## config.mk

```make
export PLATFORM = sky130hd
export DESIGN_NAME = id_ex_stage
export DESIGN_NICKNAME = d
export VERILOG_FILES = /design/src/rtl/id_ex_stage.sv
export SDC_FILE = /design/constraint.sdc
export NUM_CORES = 1
export LEC_CHECK = 0
export ABC_AREA = 1
export BUFFER_PORTS_ARGS = -buffer_cell sky130_fd_sc_hd__clkbuf_2
export CAP_MARGIN = 20
export CORE_AREA = 2 2 144 146
export CTS_CLUSTER_SIZE = 40
export DETAILED_ROUTE_END_ITERATION = 7
export DIE_AREA = 0 0 146 148
export HOLD_SLACK_MARGIN = 0.12
export PLACE_DENSITY = 0.86
export REMOVE_ABC_BUFFERS = 1
export SLEW_MARGIN = 20
export SYNTH_ARGS = -nofsm -noshare
export SYNTH_HDL_FRONTEND = slang
export SYNTH_SLANG_ARGS = --single-unit
```

## constraint.sdc

```tcl
create_clock -name clk -period 4 [get_ports clk]
set_clock_uncertainty 0.1 [all_clocks]
set_input_delay 0.2 -clock clk [delete_from_list [all_inputs] [get_ports clk]]
set_output_delay 0.2 -clock clk [all_outputs]
set_load 0.01 [all_outputs]
```

## src/rtl/id_ex_stage.sv

```systemverilog
// ID/EX pipeline register with operand forwarding and ALU-control decode.
// Holds one decoded instruction for the EX stage. Resolves RAW hazards
// against EX/MEM and MEM/WB results, and drives the ALU operands/opcode
// together with the control bits and store data headed toward MEM.
module id_ex_stage #(
    parameter int XLEN       = 32,
    parameter int REG_ADDR_W = 5
) (
    input  logic                  clk,
    input  logic                  rst,
    input  logic                  stall,
    input  logic                  flush,
    input  logic                  id_valid,
    input  logic [XLEN-1:0]       id_pc,
    input  logic [XLEN-1:0]       id_rs1_data,
    input  logic [XLEN-1:0]       id_rs2_data,
    input  logic [XLEN-1:0]       id_imm,
    input  logic [REG_ADDR_W-1:0] id_rs1,
    input  logic [REG_ADDR_W-1:0] id_rs2,
    input  logic [REG_ADDR_W-1:0] id_rd,
    input  logic [1:0]            id_alu_class,
    input  logic [2:0]            id_funct3,
    input  logic                  id_funct7_5,
    input  logic                  id_a_sel_pc,
    input  logic                  id_b_sel_imm,
    input  logic                  id_reg_write,
    input  logic                  id_mem_read,
    input  logic                  id_mem_write,
    input  logic                  exmem_reg_write,
    input  logic [REG_ADDR_W-1:0] exmem_rd,
    input  logic [XLEN-1:0]       exmem_result,
    input  logic                  memwb_reg_write,
    input  logic [REG_ADDR_W-1:0] memwb_rd,
    input  logic [XLEN-1:0]       memwb_result,
    output logic [XLEN-1:0]       alu_a,
    output logic [XLEN-1:0]       alu_b,
    output logic [3:0]            alu_sel,
    output logic                  ex_valid,
    output logic [REG_ADDR_W-1:0] ex_rd,
    output logic                  ex_reg_write,
    output logic                  ex_mem_read,
    output logic                  ex_mem_write,
    output logic [XLEN-1:0]       ex_store_data,
    output logic [XLEN-1:0]       ex_pc
);

    typedef enum logic [3:0] {
        ALU_ADD  = 4'b0000,
        ALU_SUB  = 4'b0001,
        ALU_SLL  = 4'b0010,
        ALU_SLT  = 4'b0011,
        ALU_SLTU = 4'b0100,
        ALU_XOR  = 4'b0101,
        ALU_OR   = 4'b0110,
        ALU_AND  = 4'b0111,
        ALU_SRL  = 4'b1000,
        ALU_SRA  = 4'b1001
    } alu_op_t;

    logic                  valid_q;
    logic [XLEN-1:0]       pc_q;
    logic [XLEN-1:0]       rs1_data_q;
    logic [XLEN-1:0]       rs2_data_q;
    logic [XLEN-1:0]       imm_q;
    logic [REG_ADDR_W-1:0] rs1_q;
    logic [REG_ADDR_W-1:0] rs2_q;
    logic [REG_ADDR_W-1:0] rd_q;
    logic [1:0]            alu_class_q;
    logic [2:0]            funct3_q;
    logic                  funct7_5_q;
    logic                  a_sel_pc_q;
    logic                  b_sel_imm_q;
    logic                  reg_write_q;
    logic                  mem_read_q;
    logic                  mem_write_q;

    logic [XLEN-1:0]       fwd_rs1;
    logic [XLEN-1:0]       fwd_rs2;
    alu_op_t               alu_op;

    // Pipeline register: reset/flush insert a bubble, stall refreshes operands, otherwise load from ID
    always_ff @(posedge clk) begin
        if (rst || flush) begin
            valid_q     <= 1'b0;
            pc_q        <= '0;
            rs1_data_q  <= '0;
            rs2_data_q  <= '0;
            imm_q       <= '0;
            rs1_q       <= '0;
            rs2_q       <= '0;
            rd_q        <= '0;
            alu_class_q <= '0;
            funct3_q    <= '0;
            funct7_5_q  <= 1'b0;
            a_sel_pc_q  <= 1'b0;
            b_sel_imm_q <= 1'b0;
            reg_write_q <= 1'b0;
            mem_read_q  <= 1'b0;
            mem_write_q <= 1'b0;
        end else if (stall) begin
            rs1_data_q <= fwd_rs1;
            rs2_data_q <= fwd_rs2;
        end else begin
            valid_q     <= id_valid;
            pc_q        <= id_pc;
            rs1_data_q  <= id_rs1_data;
            rs2_data_q  <= id_rs2_data;
            imm_q       <= id_imm;
            rs1_q       <= id_rs1;
            rs2_q       <= id_rs2;
            rd_q        <= id_rd;
            alu_class_q <= id_alu_class;
            funct3_q    <= id_funct3;
            funct7_5_q  <= id_funct7_5;
            a_sel_pc_q  <= id_a_sel_pc;
            b_sel_imm_q <= id_b_sel_imm;
            reg_write_q <= id_reg_write;
            mem_read_q  <= id_mem_read;
            mem_write_q <= id_mem_write;
        end
    end

    // Forwarding muxes: the younger EX/MEM result overrides MEM/WB; x0 never forwards
    always_comb begin
        fwd_rs1 = rs1_data_q;
        if (memwb_reg_write && (memwb_rd != '0) && (memwb_rd == rs1_q)) begin
            fwd_rs1 = memwb_result;
        end
        if (exmem_reg_write && (exmem_rd != '0) && (exmem_rd == rs1_q)) begin
            fwd_rs1 = exmem_result;
        end
        fwd_rs2 = rs2_data_q;
        if (memwb_reg_write && (memwb_rd != '0) && (memwb_rd == rs2_q)) begin
            fwd_rs2 = memwb_result;
        end
        if (exmem_reg_write && (exmem_rd != '0) && (exmem_rd == rs2_q)) begin
            fwd_rs2 = exmem_result;
        end
    end

    // ALU opcode decode; funct7_5 selects SUB only for R-type, SRA for both shift forms
    always_comb begin
        alu_op = ALU_ADD;
        case (alu_class_q)
            2'b00: alu_op = ALU_ADD;
            2'b01: alu_op = ALU_SUB;
            default: begin
                case (funct3_q)
                    3'b000:  alu_op = (alu_class_q == 2'b10 && funct7_5_q) ? ALU_SUB : ALU_ADD;
                    3'b001:  alu_op = ALU_SLL;
                    3'b010:  alu_op = ALU_SLT;
                    3'b011:  alu_op = ALU_SLTU;
                    3'b100:  alu_op = ALU_XOR;
                    3'b101:  alu_op = funct7_5_q ? ALU_SRA : ALU_SRL;
                    3'b110:  alu_op = ALU_OR;
                    default: alu_op = ALU_AND;
                endcase
            end
        endcase
    end

    assign alu_a         = a_sel_pc_q ? pc_q : fwd_rs1;
    assign alu_b         = b_sel_imm_q ? imm_q : fwd_rs2;
    assign alu_sel       = alu_op;
    assign ex_valid      = valid_q;
    assign ex_rd         = rd_q;
    assign ex_reg_write  = reg_write_q & valid_q;
    assign ex_mem_read   = mem_read_q & valid_q;
    assign ex_mem_write  = mem_write_q & valid_q;
    assign ex_store_data = fwd_rs2;
    assign ex_pc         = pc_q;

endmodule

```

==> flow_summary_export.csv <==
group,metric,value,unit
flow_run,maxCapViolations,0,
hold_path,hold_path.startpoint,"exmem_result[22]",
worst_setup_path,cp_slowest_stage_delay,0.64,ns
synth,synth-seq-area-share,0.327,
timing,transition_time_at_the_pin_with_the_least_slew_margin,1.09,ns
synth,synth_edf_count,0,
worst_setup_path,path_common_cell,"sky130_fd_sc_hd__nand2_1",
pwr,logic_pwr_share,0.228,
placed_design,pre_cts_slack,1.16,ns
global_route,grt_first_pass_wirelength,65.3,mm
detailed_routing,drt-wirelength-per-cell,17.9,µm
floorplanning,rows,52,
clock_network,clock_root_buffer_master,"sky130_fd_sc_hd__clkbuf_16",
timing,final.setup.tns,0,ns
clock_network,clk_latency,0.42,ns
floorplanning,core_area,20000,µm²
hold_path,terminating_pin_of_the_worst_hold_path,"rs2_data_q[22]$_SDFF_PP0_",
cells_and_area,multiInputGateArea,5240,µm²
clock_network,clock_sinks,155,
global_route,global_route.usage.total,0.374,
clock_network,cts_setup_buffers,0,
timing,slew_violations,0,
synth,yosysUniqueCellTypes,30,
synth,syn_avg_cell_area,6.17,µm²
detailed_routing,vias_per_cell,5.62,
floorplanning,dieWidth,146,µm
global_route,groute.layer.met2.usage,0.658,
global_route,busiest_layer,"met2",
cells_and_area,fin_util,0.720,
detailed_routing,drt-initial-drc-count,1261,
clock_network,cts_tree,"yes",
worst_setup_path,crit_fanout,33,
clock_network,clkTransAtPathRegs,0.07,ns
synth,synthCells,1539,
detailed_routing,num_vias,13300,
timing,fin_ws,0.696,ns
worst_setup_path,path_class,"register to primary output",
synth,synth_flop_cell,"sky130_fd_sc_hd__dfxtp_1",
global_route,groute.layer.met3.usage,0.0944,
clock_network,cts-root-to-sink-buffers,2,
global_route,first_global_vias,13500,
global_route,grt_overflow_total,0,
detailed_routing,antenna_violating_nets_remaining,0,
synth,netlist.top_cell.by_area,"sky130_fd_sc_hd__dfxtp_1",
worst_setup_path,timing.critical_path.from_type,"register",
detailed_routing,count_of_unresolved_drc_violations_after_routing,0,
pwr,power_switching,1.33,mW
pwr,power.sequential.fraction,0.374,
cells_and_area,drive_above_1_share,0.260,
worst_setup_path,reg2regPathDepth,9,
pwr,swShare,0.304,
synth,synth.area.top_cells,"sky130_fd_sc_hd__dfxtp_1, sky130_fd_sc_hd__nand2_1, sky130_fd_sc_hd__nand3_1",
worst_setup_path,worst_setup_path_end_kind,"primary output",
synth,yosysTopAreaCellShare,0.327,
timing,final-hold-violation-count,0,
global_route,global_route.usage.met1,0.399,
placed_design,portBuffers,375,
floorplanning,chipHeight,148,µm
global_route,number_of_antenna_violations_at_the_first_check_in_global_routing,1,
pwr,static-leakage-power,7.76,nW
worst_setup_path,worst_r2r_endpoint,"rs1_data_q[21]$_SDFF_PP0_",
placed_design,dpl.hpwl,22.4,mm
clock_network,cts-buffers-inserted,17,
worst_setup_path,rr_startpoint,"rs1_q[0]$_SDFFE_PP0N_",
pwr,power.share.clock,0.398,
timing,rsz_0062_raised_after_global_routing,"false",
global_route,maximum_number_of_pins_on_one_net_before_global_route_repair,99,
detailed_routing,drtPass1Iterations,6,
clock_network,htree_num_levels,4,
timing,maximum_achievable_frequency,303,MHz
worst_setup_path,reg2reg_setup_slack,0.83,ns
synth,synth.ff_latch_count,155,
timing,maxSlewHeadroom,0.268,
worst_setup_path,crit_required,3.70,ns
pwr,intPower,3.04,mW
hold_path,worstHoldPathCells,5,
synth,yosys.cell_count.top_type,"sky130_fd_sc_hd__nand2_1",
worst_setup_path,worstPathCellList,"xnor2_1 -> nand2_1 -> nor2_4 -> buf_4 -> nand3_4 -> nand2_1 -> nand3_1 -> nand2_1 -> nand2_1 -> nand2_1 -> clkbuf_2",
worst_setup_path,critPathArrivalTime,3.00,ns
synth,asyncSetResetFlopFracSynth,0,
synth,ys.warnings.count,0,
placed_design,place_congestion,0.864,
floorplanning,initial_util,0.474,
floorplanning,fp.dieArea,21600,µm²
outcome,run_status,"finished clean",
pwr,peakVddDrop,0.318,mV
pwr,total_chip_power,4.37,mW
synth,synthTopCellsByCount,"sky130_fd_sc_hd__nand2_1, sky130_fd_sc_hd__inv_1, sky130_fd_sc_hd__dfxtp_1",
synth,syn-cell-area,9500,µm²
worst_setup_path,slowest_stage,"sky130_fd_sc_hd__nand3_4",
floorplanning,io-pin-count,376,
cells_and_area,final-seq-area,3110,µm²
timing,report.final.setup_viol,0,
cells_and_area,finalNetCount,2319,
detailed_routing,wl,42.3,mm
hold_path,worstHoldPathType,"input port to register",
timing,period_needed,3.30,ns
cells_and_area,layout-area-overhead-vs-synth,51.8,%
pwr,power.density,303,nW/µm²
cells_and_area,fillers,1361,
timing,min_period_over_period,0.826,
-- worst max-delay path, delay by kind of cell, from the launching register on --
family | cells | cell delay, ns
XOR/XNOR | 1 | 0.14
buffers and inverters | 2 | 0.53
flip-flops | 1 | 0.40
AND/OR/NAND/NOR | 8 | 1.48
-- sequential cells by signal, indices dropped and copies added (netlist names) --
register     count
a_sel_pc_q       1
alu_class_q      2
b_sel_imm_q      1
ex_pc           32
ex_rd            5
ex_valid         1
funct3_q         3
funct7_5_q       1
imm_q           32
mem_read_q       1
mem_write_q      1
reg_write_q      1
rs1_data_q      32
rs1_q            5
rs2_data_q      32
rs2_q            5
-- worst max path at each step --
stage | startpoint | end | slack [ns] | cells past startpoint
6_report | rs2_q[0]$_SDFFE_PP0N_ | alu_b[0] | 0.70 | 11
5_1_grt | rs2_q[0]$_SDFFE_PP0N_ | alu_b[0] | 0.54 | 11
4_1_cts | rs2_q[0]$_SDFFE_PP0N_ | alu_b[30] | 0.69 | 10
3_5_place_dp | memwb_rd[0] | alu_a[28] | 1.16 | 12
3_3_place_gp | memwb_rd[4] | alu_a[28] | 1.23 | 12
2_1_floorplan | rs2_q[2]$_SDFFE_PP0N_ | alu_b[0] | 1.12 | 7
-- cell families after synthesis --
kind of cell / count (synthesis) / share of synthesized area
AO/OA/AOI/OAI: 96 / 0.0528
AND/OR/NAND/NOR: 986 / 0.479
buffers and inverters: 284 / 0.125
flip-flops: 155 / 0.327
XOR/XNOR: 18 / 0.0174
-- placed cells by master, fill, tap and decap left out, types with 4 or more instances in the layout --
master | netlist | routed
sky130_fd_sc_hd__a211oi_1 | 8 | 8
sky130_fd_sc_hd__a21oi_1 | 85 | 85
sky130_fd_sc_hd__buf_4 | 6 | 17
sky130_fd_sc_hd__clkbuf_16 | 0 | 17
sky130_fd_sc_hd__clkbuf_2 | 0 | 374
sky130_fd_sc_hd__clkinv_4 | 0 | 4
sky130_fd_sc_hd__dfxtp_1 | 155 | 153
sky130_fd_sc_hd__dlygate4sd3_1 | 0 | 240
sky130_fd_sc_hd__inv_1 | 173 | 170
sky130_fd_sc_hd__inv_2 | 3 | 4
sky130_fd_sc_hd__nand2_1 | 505 | 505
sky130_fd_sc_hd__nand2_2 | 61 | 61
sky130_fd_sc_hd__nand3_1 | 152 | 152
sky130_fd_sc_hd__nand3_2 | 43 | 43
sky130_fd_sc_hd__nand4_1 | 64 | 64
sky130_fd_sc_hd__nor2_1 | 145 | 145
sky130_fd_sc_hd__nor2_4 | 3 | 6
sky130_fd_sc_hd__nor3_1 | 4 | 4
sky130_fd_sc_hd__xnor2_1 | 6 | 6
sky130_fd_sc_hd__xor2_1 | 11 | 11
-- what timing repair did --
item / CTS / global route
hold endpoints to repair: 155 / 0
hold buffers: 240 / 0
resized for setup: 0 / 0
-- area by class of cell --
type                    instances  area share
multi-input cells            1100       0.363
repair buffers                634       0.309
flip-flops and latches        155       0.215
inverters                     176      0.0458
clock buffers                  19      0.0314
well taps                     270      0.0234
clock inverters                12      0.0112
diodes                          2    0.000347
-- power by group through the flow --
stage / combinational [mW] / sequential [mW] / clock, mW
floorplan: 0.387 / 1.67 / 0
global placement: 0.749 / 1.66 / 0
detailed placement: 0.766 / 1.66 / 0
CTS: 0.939 / 1.63 / 1.75
global route: 1.07 / 1.64 / 1.82
finish: 0.999 / 1.63 / 1.74
-- metal layers --
metal	part of all wire	wire [µm]
met2	0.48	20300
met4	0.063	2680
met1	0.35	14600
met5	0	0
met3	0.11	4690
-- stage by stage --
step	hold WS, ns	cell area (µm²)	std cells
final	0.143	14400	2368
after global placement	0.331	11400	2094
after global routing	0.168	14400	2367
after floorplan	0.196	8980	1431
after detailed placement	0.337	11400	2094
after CTS	0.129	14400	2365
Power figures use the tool's default switching activity.
